## config.mk

```make
export PLATFORM = sky130hd
export DESIGN_NAME = tl_sink_id_allocator
export DESIGN_NICKNAME = d
export VERILOG_FILES = /design/src/rtl/tl_sink_id_allocator.sv
export SDC_FILE = /design/constraint.sdc
export NUM_CORES = 1
export LEC_CHECK = 0
export BUFFER_PORTS_ARGS = -buffer_cell sky130_fd_sc_hd__buf_4
export CAP_MARGIN = 10
export CELL_PAD_IN_SITES_DETAIL_PLACEMENT = 1
export CELL_PAD_IN_SITES_GLOBAL_PLACEMENT = 2
export CORE_MARGIN = 10
export CORE_UTILIZATION = 24
export DETAILED_ROUTE_END_ITERATION = 10
export GPL_ROUTABILITY_DRIVEN = 0
export PLACE_DENSITY = 0.8
export SLEW_MARGIN = 20
export SYNTH_ARGS = -nofsm -noshare
export SYNTH_HDL_FRONTEND = slang
export SYNTH_SLANG_ARGS = --single-unit
```

## constraint.sdc

```tcl
create_clock -name clk_i -period 2.4 [get_ports clk_i]
set_input_delay 0.48 -clock clk_i [delete_from_list [all_inputs] [get_ports clk_i]]
set_output_delay 0.48 -clock clk_i [all_outputs]
set_load 0.005 [all_outputs]
```

## src/rtl/tl_sink_id_allocator.sv

```systemverilog
// Sink ID pool for a TileLink manager: round-robin grant of the
// lowest free ID, returned on GrantAck, sticky error on bad frees.
module tl_sink_id_allocator #(
  parameter int SinkWidth = 2,
  parameter int NumReq    = 2
) (
  input  logic                    clk_i,
  input  logic                    rst_ni,
  input  logic [NumReq-1:0]       req_valid_i,
  output logic [NumReq-1:0]       req_ready_o,
  output logic [SinkWidth-1:0]    req_sink_o,
  input  logic                    e_valid_i,
  input  logic [SinkWidth-1:0]    e_sink_i,
  output logic                    e_ready_o,
  output logic [2**SinkWidth-1:0] busy_o,
  output logic [SinkWidth:0]      free_count_o,
  output logic                    err_o
);

  localparam int NumSinks = 2**SinkWidth;
  localparam int PtrW     = NumReq > 1 ? $clog2(NumReq) : 1;
  localparam int CntW     = SinkWidth + 1;

  logic [NumSinks-1:0]  busy_q, busy_d;
  logic [PtrW-1:0]      rr_ptr_q, rr_ptr_d;
  logic                 err_q, err_d;

  logic [PtrW-1:0]      win_hi, win_lo, winner;
  logic                 found_hi, found_lo;
  logic [SinkWidth-1:0] free_id;
  logic                 pool_full;
  logic                 grant_ok;
  logic                 hs;
  logic [CntW-1:0]      free_cnt;

  // Lowest requester at or above the pointer, else lowest overall.
  always_comb begin
    win_hi   = '0;
    win_lo   = '0;
    found_hi = 1'b0;
    found_lo = 1'b0;
    for (int i = NumReq-1; i >= 0; i--) begin
      if (req_valid_i[i]) begin
        win_lo   = PtrW'(i);
        found_lo = 1'b1;
        if (PtrW'(i) >= rr_ptr_q) begin
          win_hi   = PtrW'(i);
          found_hi = 1'b1;
        end
      end
    end
    winner = found_hi ? win_hi : win_lo;
  end

  always_comb begin
    free_id  = '0;
    free_cnt = '0;
    for (int j = NumSinks-1; j >= 0; j--) begin
      if (!busy_q[j]) begin
        free_id = SinkWidth'(j);
      end
      free_cnt = free_cnt + CntW'(!busy_q[j]);
    end
    pool_full = &busy_q;
  end

  assign grant_ok = found_lo && !pool_full;

  always_comb begin
    req_ready_o = '0;
    for (int i = 0; i < NumReq; i++) begin
      req_ready_o[i] = grant_ok && (winner == PtrW'(i));
    end
  end

  assign hs = |(req_valid_i & req_ready_o);

  // Free check uses busy_q, so a same-cycle allocation never collides.
  always_comb begin
    busy_d   = busy_q;
    err_d    = err_q;
    rr_ptr_d = rr_ptr_q;
    if (e_valid_i) begin
      if (busy_q[e_sink_i]) begin
        busy_d[e_sink_i] = 1'b0;
      end else begin
        err_d = 1'b1;
      end
    end
    if (hs) begin
      busy_d[free_id] = 1'b1;
      if (winner == PtrW'(NumReq-1)) begin
        rr_ptr_d = '0;
      end else begin
        rr_ptr_d = winner + PtrW'(1);
      end
    end
  end

  always_ff @(posedge clk_i or negedge rst_ni) begin
    if (!rst_ni) begin
      busy_q   <= '0;
      rr_ptr_q <= '0;
      err_q    <= 1'b0;
    end else begin
      busy_q   <= busy_d;
      rr_ptr_q <= rr_ptr_d;
      err_q    <= err_d;
    end
  end

  assign req_sink_o   = free_id;
  assign e_ready_o    = 1'b1;
  assign busy_o       = busy_q;
  assign free_count_o = free_cnt;
  assign err_o        = err_q;

endmodule
```

* Yosys cells after proc, flatten, opt, wreduce, memory -nomap -nowiden *
Index checks and enable logic that the tools add are counted.
Widths: inputs -> output; s select.

cells by class
  $lt $le $gt $ge = 6
  reductions and logical operators = 13
  bitwise gates (word level) = 6
  muxes and demuxes = 24
  $add $sub $neg = 4

operator list
  cell                 number
  $mux 1               14
  $mux 4               3
  $mux 2               4
  $lt 2x3->1 const B   2
  $logic_and 1x1->1    5
  $logic_not 1->1      5
  $and 4x4->4          1
  $demux 1 s2          2
  $ge 2x1->1 const B   2
  $not 4->4            1
  $or 4x4->4           1
  $reduce_and 4->1     1
  $add 2x1->3          1
  $add 3x1->3          1
  $add 1x1->2          1
  $and 2x2->2          1
  $bmux 1 s2           1
  $ge 1x1->1 const A   2
  $not 1->1            2
  $reduce_and 2->1     1
  $reduce_or 2->1      1
  $add 1x1->1 const B  1

storage, ports and cells
  output and inout port bits = 13
  flip-flop bits (word level) = 6
  word-level logic and storage cells = 56

* Logic depth before layout (Yosys ltp) *
  word-level depth = 11
  mapped depth = 5

* Least setup slack after synthesis *
No wires, ideal clock.

  path kind = reg-to-output
  start = register busy_q[2], in the netlist busy_o[2]
  end = output port free_count_o[1]
  path buffers = 0
  data required time = 1.920 ns
  path slack = 0.460 ns
  arrival time = 1.460 ns
  cell stages (with the launch flop) = 5
  cells stage by stage = dfrtp_1 fa_1 inv_1 ha_1 ha_1

between the ends
  longest elaborated chain between the ends = 4

RTL lines
  element                 line  text
  start, declared         24    logic [NumSinks-1:0] busy_q, busy_d;
  start signal, assigned  106   busy_q <= busy_d;
  $logic_not 1->1         62    free_cnt = free_cnt + CntW'(!busy_q[j]);
  $add 1x1->2             62
  $add 2x1->3             62
  $add 3x1->3             62
  end, declared           16    output logic [SinkWidth:0] free_count_o,

No other way between the ends.

* Worst setup path in the final report *
Same ends and word-level chain as after synthesis.

==> results_dict.tcl <==
set metrics [dict create \
    synth_edf_count 0 \
    cts_buffers 3 \
    num-nets-final 83 \
    ys.flop_type "dfrtp_1" \
    rr_endpoint "busy_o[0]" \
    synth.most_common_cell "inv_1" \
    grt_pass1_wl_um 2083 \
    worstSetupPathType "reg2out" \
    postCtsSetupRepairBufs 0 \
    gr-usage-all-layers_pct 6.563 \
    outcome "finished, final reports clean" \
    filler_cell_count 217 \
    rr_worst_depth 4 \
    vias_per_cell 4.290 \
    total_leakage_power_uw 0.0003268 \
    skew_ps 5.144 \
    die_w_um 62.78 \
    p_per_area_nw_per_um2 1257 \
    synth_warnings 0 \
    rrSetupSlack_ps 900 \
    synth_top_area_share_pct 34.19 \
    pin_count 20 \
    core_area_sq_um 1727 \
    antenna_found_initial 0 \
    synth_cells 47 \
    cts_root_buffer "clkbuf_4" \
    wl_per_cell_um 13.11 \
    arrival_ps 1850 \
    r2r-start "busy_o[3]" \
    ir_worst_vdd_uv 325.3 \
    ant_nets 0 \
    cp_max_fo 7 \
    finalCritPeriodShare_pct 97.02 \
    drt_iter0_markers 10 \
    grt_max_degree 9 \
    end_kind "primary output" \
    die_h_um 62.78 \
    fmax_mhz 429.5 \
    dp_hpwl_um 1023 \
    yosysUniqueCellTypes 21 \
    clk_pin_slew_ps 50 \
    synth_largest_area_cell "dfrtp_1" \
    start_util_pct 25.43 \
    drc 0 \
    htree_levels 1 \
    cts_tree "yes" \
    drt_pre_antenna_iters 4 \
    hold_viol 0 \
    synth_seq_area_share_pct 34.19 \
    finalSetupTns_ps 0 \
    grt.overflow.total 0 \
    rsz0062_at_grt "no" \
    p_total_uw 791.0 \
    synth_area_leaders "dfrtp_1 34%, ha_1 14%, o21ai_0 8.0%" \
    cts_sinks 6 \
    syn2layout_area_growth_pct 43.30 \
    grt_pass1_vias 456 \
    ys_ff_latch 6 \
    synth_nets 60 \
    multi_input_area_sq_um 251.5 \
    synth_common_cells "8 x inv_1, 7 x o21ai_0, 6 x dfrtp_1, 5 x ha_1" \
    num_rows 15 \
    clk_latency_ps 240 \
    dieArea_sq_um 3941 \
    cts_buffer_depth 2 \
    slew_violations 0 \
    num_antenna_cells 0 \
    hp-class "in2async" \
    dr_total_vias 399 \
    ctsResizeCount 0 \
    cp-start-kind "flip-flop" \
    synthesis.area_sq_um 439.2 \
    cts-hold-fix-buffers 0 \
    register_area_sq_um 151.4 \
    wl_um 1219 \
    io_buffers 18 \
    finalCriticalPeriod_ps 2328 \
    worstPathRequired_ps 1920 \
    async_reset_ff_share_pct 100.0 \
    syn_area_per_cell_sq_um 9.344 \
    drv_cap 0 \
    drive_gt1_share_pct 36.76 \
    final-setup-viol-count 0 \
]
## state kept, by name, summed over array words and instances, names as in the netlist
name,cells
busy_o,4
err_o,1
rr_ptr_q,1
## routing by layer
layer | routed length, um | up-vias | part of all wire, % | track usage (%)
met1 | 642 | 181 | 53 | 8.485
met3 | 68 | 0 | 5.6 | 2.509
met2 | 508 | 17 | 42 | 8.333
met4 | 0 | 0 | 0 | 5.028
met5 | 0 | - | 0 | 0
li1 | - | 201 | - | -
## cell families after synthesis
family / Yosys count / synth area share (%)
other: 1 / 0.8539
DFF: 6 / 34.19
muxes: 2 / 4.843
adders and majority gates: 6 / 18.80
AOI/OAI and AO/OA: 15 / 23.65
and+or+nand+nor: 8 / 9.119
buffers and inverters: 9 / 8.548
## report_power, final
group,internal [uW],switching (uW)
combinational,272,219
clock,56.5,35.3
sequential,143,65.1
## per-stage QoR
stage          hold WS, ps  worst slack [ps]  instance area [sq um]  utilization, %  cells
2_1_floorplan        184.4             459.9                  439.2               -     47
3_3_place_gp         290.4             329.3                  605.6           35.07     90
3_5_place_dp         292.1             285.7                  605.6           35.07     90
4_1_cts              34.05             22.21                  628.1           36.38     93
5_1_grt              29.96            0.9186                  629.4           36.45     93
6_report             33.60             71.52                  629.4           36.45     93
## worst max-delay path by stage
stage / from / endpoint / slack [ps]
finish: busy_o[2] / free_count_o[1] / 70
global route: busy_o[3] / free_count_o[1] / 0.9
CTS: busy_o[2] / free_count_o[1] / 20
detailed placement: busy_o[2] / free_count_o[1] / 290
global placement: busy_o[2] / free_count_o[1] / 330
floorplan: busy_o[2] / free_count_o[1] / 460
## layout make-up
type | instances | share of cell area [%]
sequential | 6 | 24.06
timing repair buffer | 19 | 22.66
multi-input combinational | 32 | 39.96
tap | 25 | 4.970
inverter | 8 | 4.771
clock buffer | 3 | 3.579
## worst max-delay path, stage by stage, from the launching register on
cell and delay, ps:
dfrtp_2 450, fa_1 540, inv_1 40, ha_1 170
ha_1 260, buf_4 140
## cell usage in the layout (no fill, tap or decap)
cell type and n:
buf_4 19, a31oi_1 1, nand2b_1 1, o21ai_0 7, a21boi_0 1, fa_1 1, nand2_1 2, o41ai_1 2
ha_1 5, conb_1 1, clkbuf_4 3, o21ai_1 1, and3_1 1, dfrtp_2 1, nor2_1 2, inv_1 8
a21o_1 1, mux2_1 1, dfrtp_1 5, o31ai_2 1, a211oi_2 1, mux2i_1 1, or2_1 2
(Power assumes the default switching activity.)
